==> config.mk <==
export PLATFORM = sky130hd
export DESIGN_NAME = alu_exec_unit_flat
export DESIGN_NICKNAME = d
export VERILOG_FILES = /design/src/rtl/alu_pkg.sv /design/src/rtl/alu_exec_unit_if.sv /design/src/rtl/alu_comb_core.sv /design/src/rtl/alu_exec_unit.sv /design/src/flat_wrapper.sv
export SDC_FILE = /design/constraint.sdc
export NUM_CORES = 1
export LEC_CHECK = 0
export ABC_AREA = 1
export ABC_CLOCK_PERIOD_IN_PS = 3050
export CAP_MARGIN = 20
export CELL_PAD_IN_SITES_DETAIL_PLACEMENT = 2
export CELL_PAD_IN_SITES_GLOBAL_PLACEMENT = 2
export CORE_UTILIZATION = 31
export DETAILED_ROUTE_END_ITERATION = 8
export PLACE_DENSITY_LB_ADDON = 0.08
export SETUP_SLACK_MARGIN = 0.5
export SYNTH_ARGS = -nofsm -noshare
export SYNTH_HDL_FRONTEND = slang
export SYNTH_SLANG_ARGS = --single-unit
==> constraint.sdc <==
create_clock -name clk -period 3.05 [get_ports clk]
set_clock_uncertainty 0.15 [all_clocks]
set_input_delay 0.4575 -clock clk [delete_from_list [all_inputs] [get_ports clk]]
set_output_delay 0.4575 -clock clk [all_outputs]
set_load 0.01 [all_outputs]
==> src/rtl/alu_pkg.sv <==
// Shared ALU definitions: operation codes (common with the ALU controller),
// execute-unit FSM states and small decode helpers.
package alu_pkg;

  typedef enum logic [3:0] {
    OP_AND = 4'b0000,
    OP_OR  = 4'b0001,
    OP_ADD = 4'b0010,
    OP_XOR = 4'b0011,
    OP_SLL = 4'b0100,
    OP_SRL = 4'b0101,
    OP_SUB = 4'b0110,
    OP_SRA = 4'b0111,
    OP_BEQ = 4'b1000,
    OP_SLT = 4'b1001,
    OP_LUI = 4'b1010
  } alu_op_e;

  typedef enum logic [1:0] {
    IDLE  = 2'd0,
    SHIFT = 2'd1,
    DONE  = 2'd2
  } state_e;

  // True for the three shift operations.
  function automatic logic is_shift_op(input logic [3:0] op);
    return (op == OP_SLL) || (op == OP_SRL) || (op == OP_SRA);
  endfunction

endpackage

==> src/rtl/alu_exec_unit_if.sv <==
// Request/response bus of the execute unit.
// Handshake: a transfer happens on a rising clk edge where valid && ready are
// both high. The source holds valid and its payload stable until that edge;
// ready may depend on state only, never on valid of the same channel.
interface alu_exec_unit_if #(
  parameter int WIDTH = 32
);
  logic             in_valid;
  logic             in_ready;
  logic [3:0]       in_op;
  logic [WIDTH-1:0] in_a;
  logic [WIDTH-1:0] in_b;
  logic             out_valid;
  logic             out_ready;
  logic [WIDTH-1:0] out_result;
  logic             out_zero;
  logic             out_taken;
  logic             out_illegal;

  modport master (
    output in_valid, in_op, in_a, in_b, out_ready,
    input  in_ready, out_valid, out_result, out_zero, out_taken, out_illegal
  );

  modport slave (
    input  in_valid, in_op, in_a, in_b, out_ready,
    output in_ready, out_valid, out_result, out_zero, out_taken, out_illegal
  );
endinterface

==> src/rtl/alu_comb_core.sv <==
// Combinational ALU core: all non-shift ops, plus the shift ops.
// Macro BARREL_SHIFT_EN: when defined, shifts are done here by a barrel
// shifter; otherwise shift ops pass operand A through (used only for a
// shift amount of zero, the serial path in the top does the rest).
module alu_comb_core
  import alu_pkg::*;
#(
  parameter int WIDTH = 32
) (
  input  logic [3:0]       op,
  input  logic [WIDTH-1:0] a,
  input  logic [WIDTH-1:0] b,
  output logic [WIDTH-1:0] result,
  output logic             taken,
  output logic             illegal
);

  localparam int SW = $clog2(WIDTH);

`ifdef BARREL_SHIFT_EN
  logic [SW-1:0]           shamt;
  logic signed [WIDTH-1:0] a_s;
  assign shamt = b[SW-1:0];
  assign a_s   = a;
`endif

  // Decode the op code and compute result/flags.
  always_comb begin
    result  = '0;
    taken   = 1'b0;
    illegal = 1'b0;
    case (alu_op_e'(op))
      OP_AND: result = a & b;
      OP_OR:  result = a | b;
      OP_ADD: result = a + b;
      OP_XOR: result = a ^ b;
      OP_SUB: result = a - b;
      OP_BEQ: begin
        result = a - b;
        taken  = (a == b);
      end
      OP_SLT: result = {{(WIDTH-1){1'b0}}, ($signed(a) < $signed(b))};
      OP_LUI: result = b;
`ifdef BARREL_SHIFT_EN
      OP_SLL: result = a << shamt;
      OP_SRL: result = a >> shamt;
      OP_SRA: result = a_s >>> shamt;
`else
      OP_SLL, OP_SRL, OP_SRA: result = a;
`endif
      default: begin
        result  = '0;
        illegal = 1'b1;
      end
    endcase
  end

endmodule

==> src/rtl/alu_exec_unit.sv <==
// Multi-cycle ALU execute unit: accepts {op, a, b}, runs shifts serially one
// bit per cycle (or in one cycle when BARREL_SHIFT_EN is defined) and holds a
// registered result with zero/taken/illegal flags until the consumer takes it.
module alu_exec_unit
  import alu_pkg::*;
#(
  parameter int WIDTH = 32
) (
  input  logic                  clk,
  input  logic                  reset,
  alu_exec_unit_if.slave        bus,
  output state_e                dbg_state
);

  localparam int SW = $clog2(WIDTH);

  state_e           state_q, state_d;
  logic [WIDTH-1:0] acc_q, acc_d;
  logic [SW-1:0]    cnt_q, cnt_d;
  alu_op_e          sop_q, sop_d;
  logic [WIDTH-1:0] result_q, result_d;
  logic             zero_q, zero_d;
  logic             taken_q, taken_d;
  logic             illegal_q, illegal_d;

  logic [WIDTH-1:0] core_result;
  logic             core_taken;
  logic             core_illegal;
  logic [SW-1:0]    shamt;
  logic             go_serial;
  logic [WIDTH-1:0] acc_shifted;

  alu_comb_core #(.WIDTH(WIDTH)) u_core (
    .op      (bus.in_op),
    .a       (bus.in_a),
    .b       (bus.in_b),
    .result  (core_result),
    .taken   (core_taken),
    .illegal (core_illegal)
  );

  assign shamt = bus.in_b[SW-1:0];

`ifdef BARREL_SHIFT_EN
  assign go_serial = 1'b0;
`else
  assign go_serial = is_shift_op(bus.in_op) && (shamt != '0);
`endif

  // One-bit step of the serial shifter for the captured shift kind.
  always_comb begin
    acc_shifted = acc_q;
    case (sop_q)
      OP_SLL:  acc_shifted = {acc_q[WIDTH-2:0], 1'b0};
      OP_SRL:  acc_shifted = {1'b0, acc_q[WIDTH-1:1]};
      OP_SRA:  acc_shifted = {acc_q[WIDTH-1], acc_q[WIDTH-1:1]};
      default: acc_shifted = acc_q;
    endcase
  end

  // Next-state and next-datapath logic of the IDLE -> (SHIFT|DONE) -> IDLE FSM.
  always_comb begin
    state_d   = state_q;
    acc_d     = acc_q;
    cnt_d     = cnt_q;
    sop_d     = sop_q;
    result_d  = result_q;
    zero_d    = zero_q;
    taken_d   = taken_q;
    illegal_d = illegal_q;
    case (state_q)
      IDLE: begin
        if (bus.in_valid) begin
          sop_d = alu_op_e'(bus.in_op);
          if (go_serial) begin
            acc_d   = bus.in_a;
            cnt_d   = shamt;
            state_d = SHIFT;
          end else begin
            result_d  = core_result;
            zero_d    = (core_result == '0);
            taken_d   = core_taken;
            illegal_d = core_illegal;
            state_d   = DONE;
          end
        end
      end
      SHIFT: begin
        acc_d = acc_shifted;
        cnt_d = cnt_q - SW'(1);
        // The last step lands directly in DONE, so shift by n costs 1+n edges.
        if (cnt_q == SW'(1)) begin
          result_d  = acc_shifted;
          zero_d    = (acc_shifted == '0);
          taken_d   = 1'b0;
          illegal_d = 1'b0;
          state_d   = DONE;
        end
      end
      DONE: begin
        if (bus.out_ready) state_d = IDLE;
      end
      default: state_d = IDLE;
    endcase
  end

  // State and datapath registers; reset aborts any operation in flight.
  always_ff @(posedge clk or posedge reset) begin
    if (reset) begin
      state_q   <= IDLE;
      acc_q     <= '0;
      cnt_q     <= '0;
      sop_q     <= OP_AND;
      result_q  <= '0;
      zero_q    <= 1'b0;
      taken_q   <= 1'b0;
      illegal_q <= 1'b0;
    end else begin
      state_q   <= state_d;
      acc_q     <= acc_d;
      cnt_q     <= cnt_d;
      sop_q     <= sop_d;
      result_q  <= result_d;
      zero_q    <= zero_d;
      taken_q   <= taken_d;
      illegal_q <= illegal_d;
    end
  end

  // Flags are only meaningful while a result is presented.
  assign bus.in_ready    = (state_q == IDLE);
  assign bus.out_valid   = (state_q == DONE);
  assign bus.out_result  = result_q;
  assign bus.out_zero    = zero_q    && (state_q == DONE);
  assign bus.out_taken   = taken_q   && (state_q == DONE);
  assign bus.out_illegal = illegal_q && (state_q == DONE);
  assign dbg_state       = state_q;

endmodule

==> src/flat_wrapper.sv <==
// flat-port wrapper written by rule: the top's interface ports become plain ports
module alu_exec_unit_flat import alu_pkg::*;
#(
  parameter int WIDTH = 32
)
  (clk, reset, dbg_state, bus_in_valid, bus_in_op, bus_in_a, bus_in_b, bus_out_ready, bus_in_ready, bus_out_valid, bus_out_result, bus_out_zero, bus_out_taken, bus_out_illegal);
  alu_exec_unit_if #(.WIDTH(WIDTH)) bus_i ();
  input  logic clk;
  input  logic reset;
  output state_e dbg_state;
  input wire logic [$bits(bus_i.in_valid)-1:0] bus_in_valid;
  input wire logic [$bits(bus_i.in_op)-1:0] bus_in_op;
  input wire logic [$bits(bus_i.in_a)-1:0] bus_in_a;
  input wire logic [$bits(bus_i.in_b)-1:0] bus_in_b;
  input wire logic [$bits(bus_i.out_ready)-1:0] bus_out_ready;
  output wire logic [$bits(bus_i.in_ready)-1:0] bus_in_ready;
  output wire logic [$bits(bus_i.out_valid)-1:0] bus_out_valid;
  output wire logic [$bits(bus_i.out_result)-1:0] bus_out_result;
  output wire logic [$bits(bus_i.out_zero)-1:0] bus_out_zero;
  output wire logic [$bits(bus_i.out_taken)-1:0] bus_out_taken;
  output wire logic [$bits(bus_i.out_illegal)-1:0] bus_out_illegal;
  assign bus_i.in_valid = bus_in_valid;
  assign bus_i.in_op = bus_in_op;
  assign bus_i.in_a = bus_in_a;
  assign bus_i.in_b = bus_in_b;
  assign bus_i.out_ready = bus_out_ready;
  assign bus_in_ready = bus_i.in_ready;
  assign bus_out_valid = bus_i.out_valid;
  assign bus_out_result = bus_i.out_result;
  assign bus_out_zero = bus_i.out_zero;
  assign bus_out_taken = bus_i.out_taken;
  assign bus_out_illegal = bus_i.out_illegal;
  alu_exec_unit #(.WIDTH(WIDTH)) u_core (.clk(clk), .reset(reset), .bus(bus_i), .dbg_state(dbg_state));
endmodule
==> impl_metrics.csv, run 1 <==
group,metric,value,unit
logic_synthesis,synthArstFlopShare,100,%
floorplan,ioPinCount,111,
logic_synthesis,synth-seq-area-share,17.5,%
place,io_buffers,110,
outcome,error_line,"[ERROR DPL-0033] detailed placement checks failed during check placement.",
floorplan,die_h,192,microns
logic_synthesis,synth_area_leader_cell,"nand2_1",
outcome,outcome,"stopped before the end",
floorplan,start_util,31.4,%
logic_synthesis,synth.distinct_cells,43,
floorplan,die_width,192,microns
logic_synthesis,synth_ff_type,"dfrtp_1",
logic_synthesis,synth_area,11200,sq um
logic_synthesis,synthCells,1970,
floorplan,placementRows,69,
outcome,haltStage,"detailed placement",
logic_synthesis,avgSynthCellArea,5.66,sq um
logic_synthesis,yosysTopAreaCellShare,19.9,%
logic_synthesis,syn_nets,2145,
logic_synthesis,yosys_warnings,0,
logic_synthesis,synth_edf_count,0,
logic_synthesis,ys_seq_elements,78,
place,dpl.hpwl,67000,microns
logic_synthesis,synth_area_leaders,"nand2_1 (20%), dfrtp_1 (18%), inv_1 (12%)",
place,finalWeightedCongestion,1.00,
cells by family after synthesis:
| group | after synthesis | synth area share [%] |
|---|---|---|
| flops | 78 | 17.5 |
| simple gates | 1061 | 39.3 |
| compound gates | 283 | 15.8 |
| fa+ha+maj | 103 | 11.7 |
| xor+xnor | 2 | 0.157 |
| buf+inv | 443 | 15.5 |
synth_stat cells (all sizes together) (2+ instances only):
| master | count |
|---|---|
| and2 | 3 |
| ha | 101 |
| or2 | 9 |
| o21ai | 52 |
| clkinv | 2 |
| o2111ai | 2 |
| clkbuf | 25 |
| nand4 | 18 |
| a211oi | 19 |
| o22ai | 59 |
| dfrtp | 78 |
| nor2 | 223 |
| o211ai | 27 |
| buf | 45 |
| a31oi | 29 |
| nand3 | 178 |
| a21oi | 63 |
| nand2 | 595 |
| o221ai | 13 |
| nor4 | 4 |
| o21bai | 5 |
| nor3 | 27 |
| nand3b | 3 |
| inv | 371 |
| o311ai | 9 |
| fa | 2 |
metrics by stage:
| stage | cell area [sq um] | setup TNS (ns) |
|---|---|---|
| floorplan | 11200 | 0 |
| global placement | 16200 | -11.33 |
==> inputs of run 2 (changes only) <==
--- a/config.mk
+++ b/config.mk
@@ -8,12 +8,9 @@
 export ABC_AREA = 1
 export ABC_CLOCK_PERIOD_IN_PS = 3050
 export CAP_MARGIN = 20
-export CELL_PAD_IN_SITES_DETAIL_PLACEMENT = 2
-export CELL_PAD_IN_SITES_GLOBAL_PLACEMENT = 2
-export CORE_UTILIZATION = 31
+export CORE_UTILIZATION = 20
 export DETAILED_ROUTE_END_ITERATION = 8
-export PLACE_DENSITY_LB_ADDON = 0.08
-export SETUP_SLACK_MARGIN = 0.5
+export PLACE_DENSITY_LB_ADDON = 0.15
 export SYNTH_ARGS = -nofsm -noshare
 export SYNTH_HDL_FRONTEND = slang
 export SYNTH_SLANG_ARGS = --single-unit
==> run 2 against run 1 <==
The run now ends clean; area after synthesis unchanged; synthesized cell count unchanged.
==> impl_metrics.csv, run 2 <==
group,metric,value,unit
worst_setup_path,cp_common_cell,"buf_4",
logic_synthesis,avgSynthCellArea,5.66,sq um
layout,layout_commonest_cell,"nand2_1",
logic_synthesis,synth_edf_count,0,
job,drv_cap,0,
worst_setup_path,max_stage_delay,0.35,ns
logic_synthesis,ys_seq_elements,78,
grt,antenna_found_initial,1,
worst_setup_path,cp_max_fo,4,
grt,grt_pass1_vias,14703,
sta,final_max_slew_viol_count,0,
detailed_routing,wl,63300,microns
logic_synthesis,synthXorXnorAreaFrac,0.157,%
layout,nets,2721,
sta,fmax,0.344,GHz
floorplan,placementRows,86,
place,dpl.hpwl,54200,microns
detailed_routing,routedWlPerCell,19.2,microns
logic_synthesis,synth_area_leaders,"nand2_1 (20%), dfrtp_1 (18%), inv_1 (12%)",
power_and_ir_drop,vdd_drop_max,0.315,mV
detailed_routing,route.detailed.drc,0,
clocking,clkSinkCount,78,
sta,min_period_over_period,95.3,%
worst_setup_path,crit_arrival,2.99,ns
logic_synthesis,synth_area,11200,sq um
place,dp_slack,-0.920,ns
clocking,clk_pin_slew,0.06,ns
worst_setup_path,cp_cell_sequence,"dlygate4sd2_1 > ha_2 > inv_2 > fa_2 > inv_2 > nand3_2 > nand2_2 > nand2_1 > nand2_4 > nor2_1 > o21ai_2 > nand3_2 > buf_4 > buf_4 > buf_4 > buf_4 > buf_4 > buf_4 > nand2_1 > a31oi_1",
logic_synthesis,synthTopCellsByCount,"nand2_1 (592), inv_1 (366), nor2_1 (217)",
clocking,cts_made_buffers,9,
logic_synthesis,synth_compound_area_share,15.8,%
logic_synthesis,yosys.area_share.simple,39.3,%
sta,worst_slack,0.145,ns
sta,maxSlewHeadroom,51.3,%
power_and_ir_drop,p_leak,0.00973,uW
logic_synthesis,synth_ff_type,"dfrtp_1",
floorplan,die_h,238,microns
detailed_routing,dr_total_vias,15000,
clocking,clk_latency,0.36,ns
sta,final_hold_viol_count,0,
floorplan,coreArea,55100,sq um
grt,grt.total_usage,22.1,%
layout,drive_gt1_share,33.1,%
layout,nFillCells,6180,
detailed_routing,initialDrtViolationCount,1088,
logic_synthesis,syn_nets,2145,
clocking,htreeDepth,3,
detailed_routing,firstDrtPassIters,5,
logic_synthesis,synthCells,1970,
grt,grt_overflow,0,
grt,grt_pass1_wl,92600,microns
clocking,max-clock-path-buffers,2,
floorplan,die_width,238,microns
logic_synthesis,synth_area_leader_cell,"nand2_1",
logic_synthesis,synthAdderAreaFrac,11.7,%
grt,grt_max_degree,53,
sta,rsz0062_at_grt,"yes",
layout,synthToLayoutAreaGrowth,66.1,%
logic_synthesis,yosys.cell_count.top_type,"nand2_1",
logic_synthesis,synth-seq-area-share,17.5,%
detailed_routing,antenna_violating_nets_post_route,0,
logic_synthesis,synth.distinct_cells,43,
sta,setup_viol,0,
sta,tightest_slew,0.729,ns
min_path,hold_class,"in2async",
power_and_ir_drop,powerDensity,458,nW/um^2
sta,period_needed,2.91,ns
logic_synthesis,yosysTopAreaCellShare,19.9,%
clocking,cts_hold_buf,0,
logic_synthesis,synthMuxAreaShare,0,%
layout,final_util,33.6,%
worst_setup_path,worstSetupPathType,"in2reg",
layout,final_cell_mix,"nand2_1 (526), buf_4 (498), inv_1 (324)",
floorplan,start_util,20.2,%
logic_synthesis,synthArstFlopShare,100,%
logic_synthesis,yosys_warnings,0,
detailed_routing,viasPerCell,4.55,
worst_setup_path,start_kind,"input port",
worst_setup_path,critPathRequiredTime,3.14,ns
clocking,cts-root-buf,"clkbuf_16",
worst_setup_path,crit_path_top_delay_cell,"fa_2",
place,finalWeightedCongestion,0.958,
layout,num_antenna_cells,0,
outcome,outcome,"finished clean",
place,io_buffers,110,
floorplan,dieArea,56700,sq um
floorplan,ioPinCount,111,
clocking,cts_tree,"done",
worst_setup_path,critPathCaptureType,"flip-flop",
logic_synthesis,synth_top_family_by_area,"simple AND/OR/NAND/NOR gates",
run 2: worst paths after layout:
check	start	to	slack, ns	cells after the start
worst max-delay path	bus_in_b[0]	u_core.bus.out_result[6]	0.14	20
worst min-delay path	reset	u_core.cnt_q[3]	0.32	2
worst max register to register	u_core.sop_q[3]	u_core.zero_q	0.20	11
worst min register to register	u_core.bus.out_result[13]	u_core.bus.out_result[13]	0.33	2
max in group asynchronous	reset	u_core.acc_q[7]	1.79	3
min in group clk	u_core.bus.out_result[13]	u_core.bus.out_result[13]	0.33	2
run 2: through the flow:
step / TNS [ns] / hold slack (ns) / total power [uW] / instances / cell area [sq um]
4_1_cts: -0.0121 / 0.338 / 8370 / 3287 / 17800
6_report: 0 / 0.321 / 8490 / 3298 / 18500
5_1_grt: -0.0253 / 0.357 / 9110 / 3298 / 18500
3_3_place_gp: -14.41 / 0.325 / 7010 / 3255 / 16800
3_5_place_dp: -14.13 / 0.324 / 7030 / 3255 / 16800
2_1_floorplan: 0 / 0.303 / 4410 / 1970 / 11200
run 2: repair_timing:
| action | CTS | global route |
|---|---|---|
| endpoints found under the setup margin | 20 | 14 |
| gates resized for setup | 190 | 207 |
| setup buffers | 17 | 11 |
| pin swaps | 35 | 60 |
run 2: metal layers:
metal,global-route usage [%],part of all wire (%)
met1,28.7,45
met4,7.36,3.6
met2,38.3,48
met5,0,0
met3,1.69,3.8
run 2: cell type report:
class | count | area [sq um] | area share, %
Sequential cell | 78 | 1950 | 10.5
Multi-Input combinational cell | 1449 | 8630 | 46.6
Clock buffer | 11 | 243 | 1.31
Clock inverter | 4 | 47.5 | 0.257
Timing Repair Buffer | 635 | 5300 | 28.6
Inverter | 373 | 1410 | 7.59
Tap cell | 748 | 936 | 5.05
run 2: power by group:
part	leakage, uW	switching [uW]	total, uW	internal [uW]
Combinational	0.00865	3110	5500	2390
Clock	0.000141	453	1100	649
Sequential	0.000945	346	1890	1540
run 2: critical path: cells and delay by family:
family / cells / cell delay [ns]
buffers and inverters: 9 / 1.16
and+or+nand+nor: 7 / 0.61
adders and majority gates: 2 / 0.57
AOI/OAI and AO/OA: 2 / 0.20
run 2: cells by family after synthesis:
family / Yosys count
buffers and inverters: 443
and+or+nand+nor: 1061
AOI/OAI and AO/OA: 283
DFF: 78
adders and majority gates: 103
xor gates and xnor gates: 2
Power figures use the tool's default switching activity.
